[config.mk]
export PLATFORM = sky130hd
export DESIGN_NAME = multicycle_control_unit
export DESIGN_NICKNAME = d
export VERILOG_FILES = /design/src/rtl/multicycle_pkg.sv /design/src/rtl/multicycle_next_state.sv /design/src/rtl/multicycle_control_unit.sv
export SDC_FILE = /design/constraint.sdc
export NUM_CORES = 1
export LEC_CHECK = 0
export CAP_MARGIN = 20
export CORE_UTILIZATION = 30
export DETAILED_ROUTE_END_ITERATION = 12
export DONT_BUFFER_PORTS = 1
export PLACE_DENSITY_LB_ADDON = 0.12
export SLEW_MARGIN = 40
export SYNTH_ARGS = -nofsm -noshare
export SYNTH_HDL_FRONTEND = slang
export SYNTH_HIERARCHICAL = 1
export SYNTH_SLANG_ARGS = --single-unit
[constraint.sdc]
create_clock -name clk -period 4.7 [get_ports clk]
set_clock_uncertainty 0.1 [all_clocks]
set_input_delay 0.235 -clock clk [delete_from_list [all_inputs] [get_ports clk]]
set_output_delay 0.235 -clock clk [all_outputs]
set_load 0.03 [all_outputs]
[src/rtl/multicycle_pkg.sv]
// Shared types and encodings for the multicycle RV32I control unit:
// FSM state enum, opcode constants, datapath select encodings and opcode classification.
package multicycle_pkg;

    typedef enum logic [2:0] {
        ST_IF   = 3'd0,
        ST_ID   = 3'd1,
        ST_EX   = 3'd2,
        ST_MEM  = 3'd3,
        ST_WB   = 3'd4,
        ST_HALT = 3'd5
    } state_e;

    localparam logic [6:0] OP_R_TYPE = 7'b0110011;
    localparam logic [6:0] OP_I_TYPE = 7'b0010011;
    localparam logic [6:0] OP_LOAD   = 7'b0000011;
    localparam logic [6:0] OP_STORE  = 7'b0100011;
    localparam logic [6:0] OP_BRANCH = 7'b1100011;
    localparam logic [6:0] OP_JAL    = 7'b1101111;
    localparam logic [6:0] OP_JALR   = 7'b1100111;
    localparam logic [6:0] OP_ECALL  = 7'b1110011;

    localparam logic [1:0] ALUOP_ADD   = 2'b00;
    localparam logic [1:0] ALUOP_SUB   = 2'b01;
    localparam logic [1:0] ALUOP_FUNCT = 2'b10;

    localparam logic [1:0] SRCB_RS2  = 2'b00;
    localparam logic [1:0] SRCB_FOUR = 2'b01;
    localparam logic [1:0] SRCB_IMM  = 2'b10;

    localparam logic [1:0] WB_ALUOUT = 2'b00;
    localparam logic [1:0] WB_MDR    = 2'b01;
    localparam logic [1:0] WB_ALU    = 2'b10;

    localparam logic PCSRC_ALU    = 1'b0;
    localparam logic PCSRC_ALUOUT = 1'b1;

    typedef enum logic [3:0] {
        CLS_R,
        CLS_I,
        CLS_LOAD,
        CLS_STORE,
        CLS_BRANCH,
        CLS_JAL,
        CLS_JALR,
        CLS_ECALL,
        CLS_UNKNOWN
    } op_class_e;

    function automatic op_class_e classify(input logic [6:0] opcode);
        op_class_e cls;
        case (opcode)
            OP_R_TYPE: cls = CLS_R;
            OP_I_TYPE: cls = CLS_I;
            OP_LOAD:   cls = CLS_LOAD;
            OP_STORE:  cls = CLS_STORE;
            OP_BRANCH: cls = CLS_BRANCH;
            OP_JAL:    cls = CLS_JAL;
            OP_JALR:   cls = CLS_JALR;
            OP_ECALL:  cls = CLS_ECALL;
            default:   cls = CLS_UNKNOWN;
        endcase
        return cls;
    endfunction

endpackage

[src/rtl/multicycle_next_state.sv]
// Combinational next-state logic for the multicycle control FSM.
// MULTICYCLE_MEM_WAIT_EN: IF and MEM hold until mem_ready is high.
module multicycle_next_state
    import multicycle_pkg::*;
#(
    parameter int STATE_W = 3
) (
    input  logic [STATE_W-1:0] state,
    input  logic [6:0]         opcode,
    input  logic               alu_bcond,
    input  logic               ecall_halt,
    input  logic               mem_ready,
    output logic [STATE_W-1:0] next_state
);

    localparam logic [STATE_W-1:0] S_IF   = STATE_W'(ST_IF);
    localparam logic [STATE_W-1:0] S_ID   = STATE_W'(ST_ID);
    localparam logic [STATE_W-1:0] S_EX   = STATE_W'(ST_EX);
    localparam logic [STATE_W-1:0] S_MEM  = STATE_W'(ST_MEM);
    localparam logic [STATE_W-1:0] S_WB   = STATE_W'(ST_WB);
    localparam logic [STATE_W-1:0] S_HALT = STATE_W'(ST_HALT);

    op_class_e cls;
    logic      mem_go;

`ifdef MULTICYCLE_MEM_WAIT_EN
    assign mem_go = mem_ready;
`else
    assign mem_go = 1'b1;
    logic unused_mem_ready;
    assign unused_mem_ready = mem_ready;
`endif

    always_comb begin
        cls        = classify(opcode);
        next_state = S_IF;
        case (state)
            S_IF:   next_state = mem_go ? S_ID : S_IF;
            S_ID:   next_state = S_EX;
            S_EX: begin
                case (cls)
                    CLS_LOAD, CLS_STORE: next_state = S_MEM;
                    CLS_BRANCH:          next_state = alu_bcond ? S_IF : S_WB;
                    CLS_JAL:             next_state = S_IF;
                    CLS_ECALL:           next_state = ecall_halt ? S_HALT : S_WB;
                    default:             next_state = S_WB;
                endcase
            end
            S_MEM: begin
                if (!mem_go)
                    next_state = S_MEM;
                else if (cls == CLS_LOAD)
                    next_state = S_WB;
                else
                    next_state = S_IF;
            end
            S_WB:   next_state = S_IF;
            S_HALT: next_state = S_HALT;
            // Unreachable encodings recover to a fresh fetch
            default: next_state = S_IF;
        endcase
    end

endmodule

[src/rtl/multicycle_control_unit.sv]
// Multicycle RV32I control unit: state register plus Moore output decode.
// MULTICYCLE_MEM_WAIT_EN: stall IF/MEM on mem_ready and gate ir_write with it.
module multicycle_control_unit
    import multicycle_pkg::*;
#(
    parameter int STATE_W = 3
) (
    input  logic       clk,
    input  logic       reset_n,
    input  logic [6:0] opcode,
    input  logic       alu_bcond,
    input  logic       ecall_halt,
    input  logic       mem_ready,
    output logic       pc_write,
    output logic       pc_source,
    output logic       i_or_d,
    output logic       mem_read,
    output logic       mem_write,
    output logic       ir_write,
    output logic [1:0] mem_to_reg,
    output logic       reg_write,
    output logic       alu_src_a,
    output logic [1:0] alu_src_b,
    output logic [1:0] ALUOp,
    output logic       is_halted
);

    generate
        if (STATE_W < 3) begin : g_state_w_check
            $error("multicycle_control_unit: STATE_W must be at least 3");
        end
    endgenerate

    localparam logic [STATE_W-1:0] S_IF   = STATE_W'(ST_IF);
    localparam logic [STATE_W-1:0] S_ID   = STATE_W'(ST_ID);
    localparam logic [STATE_W-1:0] S_EX   = STATE_W'(ST_EX);
    localparam logic [STATE_W-1:0] S_MEM  = STATE_W'(ST_MEM);
    localparam logic [STATE_W-1:0] S_WB   = STATE_W'(ST_WB);
    localparam logic [STATE_W-1:0] S_HALT = STATE_W'(ST_HALT);

    logic [STATE_W-1:0] state;
    logic [STATE_W-1:0] next_state;
    op_class_e          cls;

    multicycle_next_state #(
        .STATE_W (STATE_W)
    ) u_next_state (
        .state      (state),
        .opcode     (opcode),
        .alu_bcond  (alu_bcond),
        .ecall_halt (ecall_halt),
        .mem_ready  (mem_ready),
        .next_state (next_state)
    );

    // Asynchronous reset drops straight to IF so in-flight strobes vanish immediately
    always_ff @(posedge clk or negedge reset_n) begin
        if (!reset_n)
            state <= S_IF;
        else
            state <= next_state;
    end

    always_comb begin
        pc_write   = 1'b0;
        pc_source  = PCSRC_ALU;
        i_or_d     = 1'b0;
        mem_read   = 1'b0;
        mem_write  = 1'b0;
        ir_write   = 1'b0;
        mem_to_reg = WB_ALUOUT;
        reg_write  = 1'b0;
        alu_src_a  = 1'b0;
        alu_src_b  = SRCB_RS2;
        ALUOp      = ALUOP_ADD;
        is_halted  = 1'b0;
        cls        = classify(opcode);
        case (state)
            S_IF: begin
                mem_read = 1'b1;
                i_or_d   = 1'b0;
`ifdef MULTICYCLE_MEM_WAIT_EN
                ir_write = mem_ready;
`else
                ir_write = 1'b1;
`endif
            end
            S_ID: begin
                alu_src_a = 1'b0;
                alu_src_b = SRCB_IMM;
                ALUOp     = ALUOP_ADD;
            end
            S_EX: begin
                case (cls)
                    CLS_R: begin
                        alu_src_a = 1'b1;
                        alu_src_b = SRCB_RS2;
                        ALUOp     = ALUOP_FUNCT;
                    end
                    CLS_I: begin
                        alu_src_a = 1'b1;
                        alu_src_b = SRCB_IMM;
                        ALUOp     = ALUOP_FUNCT;
                    end
                    CLS_LOAD, CLS_STORE, CLS_JALR: begin
                        alu_src_a = 1'b1;
                        alu_src_b = SRCB_IMM;
                        ALUOp     = ALUOP_ADD;
                    end
                    CLS_BRANCH: begin
                        alu_src_a = 1'b1;
                        alu_src_b = SRCB_RS2;
                        ALUOp     = ALUOP_SUB;
                        if (alu_bcond) begin
                            pc_write  = 1'b1;
                            pc_source = PCSRC_ALUOUT;
                        end
                    end
                    CLS_JAL: begin
                        // ALU computes PC+4 for rd while ALUOut (PC+imm from ID) feeds the PC
                        alu_src_a  = 1'b0;
                        alu_src_b  = SRCB_FOUR;
                        ALUOp      = ALUOP_ADD;
                        reg_write  = 1'b1;
                        mem_to_reg = WB_ALU;
                        pc_write   = 1'b1;
                        pc_source  = PCSRC_ALUOUT;
                    end
                    default: ;
                endcase
            end
            S_MEM: begin
                i_or_d = 1'b1;
                if (cls == CLS_LOAD) begin
                    mem_read = 1'b1;
                end else if (cls == CLS_STORE) begin
                    mem_write = 1'b1;
                    alu_src_a = 1'b0;
                    alu_src_b = SRCB_FOUR;
                    ALUOp     = ALUOP_ADD;
                    pc_write  = 1'b1;
                    pc_source = PCSRC_ALU;
                end
            end
            S_WB: begin
                alu_src_a = 1'b0;
                alu_src_b = SRCB_FOUR;
                ALUOp     = ALUOP_ADD;
                pc_write  = 1'b1;
                pc_source = (cls == CLS_JALR) ? PCSRC_ALUOUT : PCSRC_ALU;
                case (cls)
                    CLS_R, CLS_I: begin
                        reg_write  = 1'b1;
                        mem_to_reg = WB_ALUOUT;
                    end
                    CLS_LOAD: begin
                        reg_write  = 1'b1;
                        mem_to_reg = WB_MDR;
                    end
                    CLS_JALR: begin
                        reg_write  = 1'b1;
                        mem_to_reg = WB_ALU;
                    end
                    default: ;
                endcase
            end
            S_HALT: is_halted = 1'b1;
            default: ;
        endcase
    end

endmodule

* After elaboration in Yosys (flattened, before gate mapping)
Index checks and enable logic that the tools add are counted.
** Storage, ports and cells
- Memory bits (read-only) :: 0
- Bits in latches :: 0
- Register bits :: 3
- Word-level logic and storage cells :: 61
- Memory bits (writable) :: 0
- Output and inout port bits :: 15
- Bits of input ports :: 12
- Memories kept :: 0
** Cells by class
- Add/sub/neg operators :: 0
- Equal/unequal tests :: 20
- Shifts and indexed selects :: 0
- Reductions and logical operators :: 7
- Magnitude comparators :: 0
- Bitwise gates (word level) :: 0
- $mul :: 0
- Muxes and demuxes :: 33
- Divide/modulo/power cells :: 0
** Operators with widths (count)
- 4-bit one-hot mux with 8 select lines :: 1
- 7-bit == test (second input constant) :: 4
- 4-bit by 3-bit == test with 1-bit output (second input constant) :: 4
- 1-bit 2-to-1 mux :: 16
- 2-bit one-hot mux with 2 select lines :: 4
- 3-bit one-hot mux with 5 select lines :: 1
- 7-bit by 6-bit == test with 1-bit output (second input constant) :: 2
- 3-bit one-hot mux with 4 select lines :: 1
- 4-bit by 2-bit == test with 1-bit output (second input constant) :: 2
- 1-bit one-hot mux with 2 select lines :: 4
- 2-bit one-hot mux with 4 select lines :: 1
- 4-bit OR reduction :: 2
- 7-bit by 2-bit == test with 1-bit output (second input constant) :: 1
- 7-bit by 5-bit == test with 1-bit output (second input constant) :: 1
- 3-bit by 2-bit == test with 1-bit output (second input constant) :: 2
- 3-bit == test (second input constant) :: 2
- 3-bit 2-to-1 mux :: 2
- 6-bit OR reduction :: 1
- 4-bit by 1-bit == test with 1-bit output (second input constant) :: 1
- 4-bit logical NOT :: 1
- 2-bit 2-to-1 mux :: 2
- 2-bit OR reduction :: 2
- 3-bit by 1-bit == test with 1-bit output (second input constant) :: 1
- 3-bit logical NOT :: 1
- 1-bit one-hot mux with 3 select lines :: 1

* Logic depth before layout (Yosys ltp)
Gate-level depths: netlist of run 1.
- Depth in word-level cells :: 6
- Mapped depth :: 6
- Gate-level depth less buffers :: 5

* Hierarchy
The synthesis of run 1 kept the hierarchy.
** Modules (own cells, without submodules)
- multicycle_control_unit :: seq. area each 75.1 um^2, cells an instance 54, instances 1, area an instance 439.2 um^2
- multicycle_next_state :: seq. area each 0.0 um^2, cells an instance 20, instances 1, area an instance 142.6 um^2

* Worst setup path before layout of run 1
Ideal clock, no wire load.
- Path kind :: reg-to-output
- Start :: reg state[2]
- End :: out alu_src_b[0]
- Cell stages (with the launch flop) :: 6
- Path buffers :: 0
- Required time :: 4365 ps
- Data arrival time :: 2241 ps
- Slack :: 2124 ps
- Cells stage by stage :: dfrtp_1 > and3b_1 > nand3_1 > nor3b_1 > nor2_1 > nand2_1
** Between the ends
- Cells in the longest elaborated chain, start to end :: 2
- Elaborated cells on any way between the ends :: 5
- Those cells by class :: 4 x eq/ne; 1 x mux
** Ends and longest elaborated chain
- start, declared :: RTL line multicycle_control_unit.sv:41 : logic [STATE_W-1:0] state;
- start signal, assigned :: RTL line multicycle_control_unit.sv:61 : state <= next_state;
- 3-bit == test (tied with other cells) :: RTL line multicycle_control_unit.sv:78 : case (state)
- 2-bit one-hot mux with 4 select lines (*) :: RTL line multicycle_control_unit.sv:78
- end, declared :: RTL line multicycle_control_unit.sv:23 : output logic [1:0] alu_src_b,
Mark *: on every way between the ends. The rest lies on a longest branch, timed or not.

* Worst setup path in the final report of run 1
- Start :: reg state[2]
- End :: out pc_write
** Between the ends
- Cells in the longest elaborated chain, start to end :: 2
- Elaborated cells on any way between the ends :: 4
- Those cells by class :: 3 x eq/ne; 1 x mux
** Ends and longest elaborated chain
- 3-bit == test / 3-bit by 2-bit == test with 1-bit output (equally long branches) :: RTL line multicycle_control_unit.sv:78
- 1-bit one-hot mux with 3 select lines (*) :: RTL line multicycle_control_unit.sv:78
- end, declared :: RTL line multicycle_control_unit.sv:14 : output logic pc_write,
Marked as above.

==> metrics.cfg, run 1 <==
[routing]
finalWirelength_mm=1.55
wire_per_inst_um=15.2
drt-initial-drc-count=9
ant_nets=0
drc=0
firstDrtPassIters=4
num_vias=579
viasPerCell=5.68

[synth]
synth_seq_area_share_pct=12.9
synthAdderAreaFrac_pct=0
yosys.area_share.simple_pct=59.4
synthDistinctLibCells=36
ys_ff_latch=3
syn_inst=74
synth_nets=86
synth_xor_area_share_pct=1.51
syn_area_um2=582
yosysTopAreaCell=dfrtp_1
syn_avg_cell_area_um2=7.86
synth_top_family_by_area=simple AND/OR/NAND/NOR gates
muxShareOfSynthArea_pct=1.94
synth_top_area_share_pct=12.9
yosys_warnings=6
synth-compound-area-share_pct=21.5
yosys-top-cells-area=dfrtp_1 13%, nor4_4 7.3%, nand2_1 5.8%

[setup_path]
cp-startpoint=state[2]
critPathCaptureType=primary output
crit_required_ns=4.37
rr_startpoint=state[1]
path_max_fanout=12
criticalPathCategory=flop to primary output
cp.arrival_ns=2.29
cp-start-kind=flop
worstReg2RegEnd=state[0]
rrSetupSlack_ns=3.44
r2r_cells=3

[global_routing]
grt-ovfl-total=0
grt_pass1_vias=519
grt_use_total_pct=15.7
antenna_found_initial=0
grt_pass1_wl_mm=2.41
grt_max_degree=14

[timing]
slew_viol_final=0
fin_crit_ns=2.63
tns_ns=0
finalSetupViolations=0
fmaxAchievable_mhz=381
finalWorstSetupSlack_ns=2.07
finalHoldViolations=0
fin_hold_ws_ns=0.108
worstMarginPinSlew_ns=0.620
relSlewSlack_pct=58.6
fin_crit_sh_pct=55.9
rsz0062_at_grt=false

[placed_design]
post-place-ws_ns=2.31
numPortBuffers=0
dp_hpwl_mm=1.17
finalWeightedCongestion=0.725

[finish]
top_register=state
area_delta_synth_final_pct=10.5
largest_reg_flops=3
nNetsFinal=90
nFillCells=209
reg_top3=state (3)
drive_above_1_share_pct=19.5
antennaDiodeCount=0

[worst_hold_path]
whs_path_depth=2
min_from=opcode[4]
whs_endpoint=state[2]
holdCritPathClass=input pin to flop

[clock_network]
clk_path_buf_depth=2
cts.clk_slew.worst_paths_ns=0.04
cts_root_buf=clkbuf_4
clk_latency_ns=0.23
tritoncts=done
cts_made_buffers=3
cts.sinks=3
ctsResizeCount=0
cts_setup_buffers=0
htree_levels=1

[power]
seqPwrFrac_pct=26.8
swShare_pct=53.9
p_switching_uw=148
p_clk_share_pct=15.8
p_int_uw=127
leakage_nw=0.253
p_per_area_nw_per_um2=428
p_comb_share_pct=57.4
peakVddDrop_v=0.000209

[status]
status=finished clean

[floorplanning]
die_w_um=46.0
fp-row-count=15
start_util_pct=33.0
die-area_um2=2120
coreArea_um2=1760
io-pin-count=27
die_h_um=46.0

[run]
maxCapViolations=0

-- kinds of logic after synthesis --
logic type,count (synthesis)
buffers and inverters,2
AO/OA/AOI/OAI,17
multiplexers,1
AND/OR/NAND/NOR,50
flip-flops,3
XOR/XNOR,1
-- how the worst max path moves through the flow --
stage / endpoint / cells past startpoint
after detailed placement: pc_write / 5
after floorplan: alu_src_b[0] / 5
after CTS: pc_write / 5
after global routing: alu_src_b[0] / 5
final: pc_write / 5
after global placement: alu_src_b[0] / 5
-- synth_stat cells --
master	number
o31ai_1	1
nor2b_1	2
nand4_1	1
o2111ai_1	1
a21o_1	1
nor3b_1	4
and4b_1	3
and4bb_1	2
nand2b_1	2
nand2_2	1
and3b_1	2
a21boi_0	1
a21oi_1	4
dfrtp_1	3
nand4b_1	1
nor2_1	7
and2_1	2
a22o_1	1
o31ai_2	1
nor3_2	1
nor4bb_1	1
and3b_2	1
xor2_1	1
buf_6	1
nand3_1	6
nor3_1	2
o21ai_2	2
nor4_4	2
a31oi_1	1
o41a_1	1
o21bai_1	1
or3b_4	1
o21ai_1	2
mux2_2	1
buf_2	1
nand2_1	9
-- worst max-delay path, cell delays in order (launching register included) --
cell and delay, ns:
dfrtp_1 0.49, and3b_1 0.47, nand3_1 0.17, nor3b_2 0.52, nor2_1 0.13, nand2_1 0.26
-- cells in the final DEF (no fill, tap or decap), types with 2 or more instances in the layout --
cell | Yosys | final
nand2b_1 | 2 | 2
o21ai_1 | 2 | 2
nor3_2 | 1 | 2
nor3b_1 | 4 | 3
nor4_4 | 2 | 2
o21ai_2 | 2 | 2
and4b_1 | 3 | 3
dfrtp_1 | 3 | 3
nand3_1 | 6 | 6
nand2_1 | 9 | 9
and4bb_1 | 2 | 2
nor2b_1 | 2 | 2
and2_1 | 2 | 2
nor2_1 | 7 | 7
a21oi_1 | 4 | 4
clkbuf_4 | 0 | 3
and3b_1 | 2 | 2
-- metrics by stage --
| stage | utilization [%] | instances | power, mW | area [um2] |
|---|---|---|---|---|
| final | 36.5 | 102 | 0.275 | 643 |
| after global routing | 36.5 | 102 | 0.298 | 643 |
| after CTS | 36.5 | 102 | 0.279 | 643 |
| after detailed placement | 34.4 | 97 | 0.232 | 607 |
| after global placement | 33.8 | 97 | 0.229 | 597 |
| after floorplan | - | 74 | 0.209 | 582 |
-- layer usage --
layer  up-vias  part of all wire, %  track usage, %
li1        295                    -               -
met1       263                   47            21.6
met2        21                   46            24.8
met3         0                  6.9            3.57
met4         0                    0            3.53
met5         -                    0               0
-- power by group through the flow --
| stage | sequential (mW) | combinational [mW] | clock, mW |
|---|---|---|---|
| 2_1_floorplan | 0.0618 | 0.147 | 0 |
| 3_3_place_gp | 0.0712 | 0.157 | 0 |
| 3_5_place_dp | 0.0736 | 0.158 | 0 |
| 4_1_cts | 0.0733 | 0.160 | 0.0455 |
| 5_1_grt | 0.0769 | 0.171 | 0.0499 |
| 6_report | 0.0737 | 0.158 | 0.0436 |
-- layout make-up --
class,instances,area [um2],area share (%)
clock buffers,4,26.3,4.09
well taps,25,31.3,4.86
multi-input cells,69,500,77.8
flip-flops and latches,3,75.1,11.7
repair buffers,1,10.0,1.56
-- what timing repair did --
action,4_1_cts,5_1_grt
hold endpoints to repair,3,0
hold buffers,1,0
setup endpoints to repair,0,0
Note: power is estimated with default switching activity, not from simulation.
==> inputs of run 2 (changes only) <==
--- a/config.mk
+++ b/config.mk
@@ -5,6 +5,7 @@
 export SDC_FILE = /design/constraint.sdc
 export NUM_CORES = 1
 export LEC_CHECK = 0
+export ABC_AREA = 1
 export CAP_MARGIN = 20
 export CORE_UTILIZATION = 30
 export DETAILED_ROUTE_END_ITERATION = 12
==> constraint.sdc (replaced) <==
create_clock -name clk -period 2.6 [get_ports clk]
set_clock_uncertainty 0.1 [all_clocks]
set_input_delay 0.13 -clock clk [delete_from_list [all_inputs] [get_ports clk]]
set_output_delay 0.13 -clock clk [all_outputs]
set_load 0.03 [all_outputs]
==> run 2 against run 1 <==
Compared with the run above:
- via count is 24% higher
- die area grew 13%
- design area increased by 18%
==> metrics.cfg, run 2 <==
[status]
status=finished clean  ; unchanged

[timing]
finalSetupViolations=0  ; unchanged
relSlewSlack_pct=49.0  ; was 58.6%
rsz0062_at_grt=false  ; unchanged
fin_crit_sh_pct=77.7
worstMarginPinSlew_ns=0.758  ; was 0.620 ns
fin_crit_ns=2.02
finalHoldViolations=0  ; unchanged
fin_hold_ws_ns=0.0261  ; was 0.108 ns
fmaxAchievable_mhz=495
finalWorstSetupSlack_ns=0.580  ; was 2.07 ns
tns_ns=0  ; unchanged
slew_viol_final=0  ; unchanged

[clock_network]
cts_root_buf=clkbuf_4  ; unchanged
cts.sinks=3  ; unchanged
tritoncts=done  ; unchanged
cts_setup_buffers=0  ; unchanged
cts_made_buffers=3  ; unchanged
cts.clk_slew.worst_paths_ns=0.03  ; was 0.04 ns
htree_levels=1  ; unchanged
ctsResizeCount=0  ; unchanged
clk_latency_ns=0.23  ; about the same
clk_path_buf_depth=2  ; unchanged

[finish]
stdcell_area_um2=759  ; was 643 um2
drive_above_1_share_pct=25.8  ; was 19.5%
layout_commonest_cell=nand2_1  ; unchanged
nNetsFinal=137  ; was 90
top_register=state  ; unchanged
antennaDiodeCount=0  ; unchanged
largest_reg_flops=3  ; unchanged
utilization_pct=37.6  ; was 36.5%
fin_cells=151  ; was 102
area_delta_synth_final_pct=15.2  ; was 10.5%
reg_top3=state (3)  ; unchanged
layout_common_cells=31 x nand2_1, 19 x nor2_1, 13 x inv_1, 6 x nand3_1  ; was 9 x nand2_1, 7 x nor2_1, 6 x nand3_1, 4 x a21oi_1

[placed_design]
numPortBuffers=0  ; unchanged
post-place-ws_ns=0.823  ; was 2.31 ns
place_inst=146  ; was 97
finalWeightedCongestion=0.762  ; was 0.725
dp_hpwl_mm=1.27  ; was 1.17 mm
placed_area_um2=723  ; was 607 um2

[synth]
synth_top_area_share_pct=17.6  ; was 12.9%
synthDistinctLibCells=25  ; was 36
syn_inst=115  ; was 74
synth.most_common_cell=nand2_1  ; unchanged
synth_seq_area_share_pct=11.4  ; was 12.9%
yosys-top-cells-area=nand2_1 18%, dfrtp_1 11%, nor2_1 11%  ; was dfrtp_1 13%, nor4_4 7.3%, nand2_1 5.8%
synthTopCellsByCount=31 x nand2_1, 19 x nor2_1, 13 x inv_1, 6 x nand3_1  ; was 9 x nand2_1, 7 x nor2_1, 6 x nand3_1, 4 x a21oi_1, 4 x nor3b_1
ys_ff_latch=3  ; unchanged
synth-async-reset-ratio_pct=100  ; unchanged
yosys_warnings=6  ; unchanged
yosysTopAreaCell=nand2_1  ; was dfrtp_1
synth_nets=127  ; was 86
ys_dominant_reg_cell=dfrtp_1  ; unchanged
syn_area_um2=659  ; was 582 um2
syn_avg_cell_area_um2=5.73  ; was 7.86 um2
synth_edf_count=0  ; unchanged

[global_routing]
grt_pass1_wl_mm=2.72  ; was 2.41 mm
grt_max_degree=9  ; was 14
grt_pass1_vias=649  ; was 519
grt_use_total_pct=14.2  ; was 15.7%
antenna_found_initial=0  ; unchanged
grt-ovfl-total=0  ; unchanged

[setup_path]
cp.arrival_ns=1.79  ; was 2.29 ns
critPathCaptureType=primary output  ; unchanged
path_max_fanout=6  ; was 12
criticalPathCategory=flop to primary output  ; unchanged
cp-start-kind=flop  ; unchanged
crit_required_ns=2.37  ; was 4.37 ns

[routing]
num_vias=717  ; was 579
drc=0  ; unchanged
wire_per_inst_um=10.1  ; was 15.2 um
finalWirelength_mm=1.52  ; was 1.55 mm
firstDrtPassIters=4  ; unchanged
drt-initial-drc-count=32  ; was 9
ant_nets=0  ; unchanged
viasPerCell=4.75  ; was 5.68

[power]
leakage_nw=0.413  ; was 0.253 nW
p_per_area_nw_per_um2=696  ; was 428 nW/um2
peakVddDrop_v=0.000316  ; was 0.000209 V
power_uw=529  ; was 275 uW

[floorplanning]
start_util_pct=32.6  ; was 33.0%
die-area_um2=2390  ; was 2120 um2
coreArea_um2=2020  ; was 1760 um2
die_w_um=48.9  ; was 46.0 um
fp-row-count=16  ; was 15
io-pin-count=27  ; unchanged
die_h_um=48.9  ; was 46.0 um

[worst_hold_path]
holdCritPathClass=input pin to flop  ; unchanged

[run]
maxCapViolations=0  ; unchanged

run 2: cell types whose count changed after synthesis, sizes merged, moves of 4 or more:
| cell | change |
|---|---|
| nand4 | +4 |
| nor2 | +19 |
| nor3b | -4 |
| inv | +19 |
| nand3 | +5 |
| nand2 | +25 |
run 2: cell families (layout without fill, tap and decap cells):
logic type	count (synthesis)	count (layout)	synth area share [%]
simple gates	86	86	70.2
buf+inv	19	28	11.2
compound gates	6	6	5.88
flops	3	3	11.4
xor+xnor	1	1	1.33
run 2: routing by layer:
layer  part of all wire [%]  vias to the layer above  GRT usage (%)
met2                     46                       21           21.5
met5                      0                        -              0
met1                     49                      307           19.1
met3                    5.2                        0           3.43
li1                       -                      389              -
met4                      0                        0           5.39
run 2: repair_timing:
item / 4_1_cts / 5_1_grt
endpoints found under the hold margin: 3 / 0
endpoints found under the setup margin: 0 / 0
hold buffers: 1 / 0
run 2: worst paths after layout:
path                       slack, ns  depth (start not counted)  startpoint  endpoint
setup / recovery                0.58                          7    state[2]  ALUOp[0]
hold / removal                  0.03                          3   opcode[4]  state[1]
setup reg to reg                1.49                          5    state[1]  state[2]
hold reg to reg                 0.52                          1    state[2]  state[1]
max in group asynchronous       2.21                          1     reset_n  state[1]
min in group asynchronous       0.05                          1     reset_n  state[0]
run 2: layout make-up:
| cell class | instances | area [um2] |
|---|---|---|
| Clock buffer | 4 | 26.3 |
| Fill cell | 225 | 1260 |
| Inverter | 19 | 73.8 |
| Multi-Input combinational cell | 93 | 510 |
| Sequential cell | 3 | 75.1 |
| Tap cell | 27 | 33.8 |
| Timing Repair Buffer | 5 | 40.0 |
run 2: worst max-delay path: stages, from the launching register on:
cell and delay [ns]:
dfrtp_1 0.44, inv_2 0.10, nand2_1 0.09, nor2_1 0.18, inv_1 0.11, nor2_4 0.14, nand2_1 0.06, nor2_1 0.43
run 2: power by group:
group,internal [mW],total (mW),switching [mW]
Clock,0.0574,0.0803,0.0228
Combinational,0.0997,0.335,0.235
Sequential,0.0688,0.113,0.0446
==> inputs of run 3 (changes only) <==
==> constraint.sdc (replaced) <==
create_clock -name clk -period 2.04 [get_ports clk]
set_clock_uncertainty 0.1 [all_clocks]
set_input_delay 0.102 -clock clk [delete_from_list [all_inputs] [get_ports clk]]
set_output_delay 0.102 -clock clk [all_outputs]
set_load 0.03 [all_outputs]
==> run 3 against run 2 <==
Compared with the run above:
- wire length rose by 2.9%
- combinational power rose by 37%
- non-clock buffer count is 6 higher
- design area grew 6.3%
- sequential cell count unchanged
- total power up 33%
- via count increased by 3.6%
- setup slack got worse by 0.44 ns
- largest cell class unchanged
- die area unchanged
- clock power rose by 25%
- worst hold slack lost 0.0038 ns
==> metrics.cfg, run 3 (synthesized netlist as in run 2, its figures left out) <==
[timing]
fin_crit_sh_pct=93.0
slew_viol_final=0  ; unchanged
fin_hold_ws_ns=0.0224  ; was 0.0261 ns
relSlewSlack_pct=77.2  ; was 49.0%
finalHoldViolations=0  ; unchanged
worstMarginPinSlew_ns=0.341  ; was 0.758 ns
finalSetupViolations=0  ; unchanged
fmaxAchievable_mhz=527
fin_crit_ns=1.90
rsz0062_at_grt=false  ; unchanged
tns_ns=0  ; unchanged

[clock_network]
htree_levels=1  ; unchanged
cts_root_buf=clkbuf_4  ; unchanged
tritoncts=done  ; unchanged
cts.clk_slew.worst_paths_ns=0.04  ; was 0.03 ns
clk_path_buf_depth=2  ; unchanged
ctsResizeCount=0  ; unchanged
cts.sinks=3  ; unchanged
clk_latency_ns=0.23  ; about the same
cts_made_buffers=3  ; unchanged
cts_setup_buffers=0  ; unchanged
postCtsHoldBufs=2  ; was 1

[setup_path]
cp.arrival_ns=1.70  ; was 1.79 ns
path_buf_inv=2  ; unchanged
worstReg2RegEnd=state[2]  ; unchanged
rrSetupSlack_ns=0.91  ; was 1.49 ns
cp_slowest_cell=dfrtp_1  ; unchanged
crit_cells=7  ; unchanged
rr_startpoint=state[1]  ; unchanged
critPathCaptureType=primary output  ; unchanged
crit_chain=inv_2 > nand2_1 > nor2_1 > inv_1 > nor2_4 > nand3_4 > nand3_1  ; was inv_2 > nand2_1 > nor2_1 > inv_1 > nor2_4 > nand2_1 > nor2_1
crit_required_ns=1.84  ; was 2.37 ns
r2r_cells=5  ; unchanged
cp-start-kind=flop  ; unchanged
cp-endpoint=pc_write  ; was ALUOp[0]
criticalPathCategory=flop to primary output  ; unchanged
path_max_fanout=6  ; unchanged
cp-startpoint=state[2]  ; unchanged
max_stage_delay_ns=0.45  ; was 0.44 ns
cp_top_family=simple AND/OR/NAND/NOR gates  ; unchanged

[global_routing]
grt_use_met2_pct=23.4  ; was 21.5%
grt_use_total_pct=14.9  ; was 14.2%
grt_pass1_wl_mm=2.83  ; was 2.72 mm
antenna_found_initial=0  ; unchanged
grt_pass1_vias=675  ; was 649
grt-ovfl-total=0  ; unchanged
grtUsageMet3_pct=2.80  ; was 3.43%
busiest_layer=met2  ; unchanged
met1_usage_pct=19.8  ; was 19.1%
grt_max_degree=9  ; unchanged

[floorplanning]
die_h_um=48.9  ; unchanged
fp-row-count=16  ; unchanged
coreArea_um2=2020  ; unchanged
io-pin-count=27  ; unchanged
die-area_um2=2390  ; unchanged
die_w_um=48.9  ; unchanged
start_util_pct=32.6  ; unchanged

[placed_design]
dp_hpwl_mm=1.32  ; was 1.27 mm
place_inst=151  ; was 146
numPortBuffers=0  ; unchanged
finalWeightedCongestion=0.795  ; was 0.762

[finish]
reg_top3=state (3)  ; unchanged
area_delta_synth_final_pct=22.4  ; was 15.2%
top_register=state  ; unchanged
fin_cells=157  ; was 151
layout_common_cells=31 x nand2_1, 19 x nor2_1, 13 x inv_1, 9 x buf_4, 6 x nand3_1  ; was 31 x nand2_1, 19 x nor2_1, 13 x inv_1, 6 x nand3_1
antennaDiodeCount=0  ; unchanged
drive_above_1_share_pct=28.5  ; was 25.8%
largest_reg_flops=3  ; unchanged
utilization_pct=39.9  ; was 37.6%
nFillCells=219  ; was 225
nNetsFinal=143  ; was 137
layout_commonest_cell=nand2_1  ; unchanged

[routing]
ant_nets=0  ; unchanged
viasPerCell=4.73  ; was 4.75
num_vias=743  ; was 717
drc=0  ; unchanged
firstDrtPassIters=4  ; unchanged
drt-initial-drc-count=15  ; was 32
wire_per_inst_um=9.99  ; was 10.1 um
finalWirelength_mm=1.57  ; was 1.52 mm

[power]
leakage_nw=0.444  ; was 0.413 nW
p_per_area_nw_per_um2=870  ; was 696 nW/um2
peakVddDrop_v=0.000408  ; was 0.000316 V
power_uw=702  ; was 529 uW

[run]
maxCapViolations=0  ; unchanged

[status]
status=finished clean  ; unchanged

[worst_hold_path]
holdCritPathClass=input pin to asynchronous set/reset pin  ; was input pin to flop

-- run 3: changes by cell type in the layout (fill, tap and decap cells not counted) --
| cell | delta |
|---|---|
| buf_4 | +5 |
| dlygate4sd3_1 | +1 |
-- run 3: layer usage --
metal  vias to the layer above  routed length [um]  share of wire, %
met5                         -                   0                 0
met4                         0                  15              0.96
met3                         2                  73               4.7
met2                        23                 722                46
met1                       318                 757                48
li1                        400                   -                 -
-- run 3: worst min-delay path by stage --
stage / cells past startpoint / slack, ns / end
final: 1 / 0.02 / state[0]
after global routing: 1 / 0.02 / state[2]
after CTS: 1 / 0.02 / state[0]
after detailed placement: 0 / -0.29 / state[0]
after global placement: 0 / -0.29 / state[0]
after floorplan: 0 / -0.29 / state[0]
-- run 3: report_power, final --
group / internal (mW) / total, mW / switching [mW]
Clock: 0.0730 / 0.100 / 0.0269
Combinational: 0.150 / 0.458 / 0.307
Sequential: 0.0877 / 0.145 / 0.0572
-- run 3: final cells by class --
class                   instances  area [um2]  share of cell area (%)
clock buffers                   4        26.3                    3.26
inverters                      19        73.8                    9.15
multi-input cells              93         510                    63.3
flip-flops and latches          3        75.1                    9.30
well taps                      27        33.8                    4.19
repair buffers                 11        87.6                    10.9
-- run 3: through the flow --
step | cell area, um2 | setup slack, ns
after floorplan | 659 | 0.265
after global placement | 761 | 0.384
after detailed placement | 761 | 0.377
after CTS | 807 | 0.130
after global routing | 807 | 0.000709
final | 807 | 0.143
-- run 3: worst reg2reg max path, stage by stage (launching register included) --
cell,delay [ns]
dfrtp_1,0.46
inv_1,0.10
nand2_1,0.09
nor2_1,0.05
a31oi_1,0.14
nand2_1,0.07
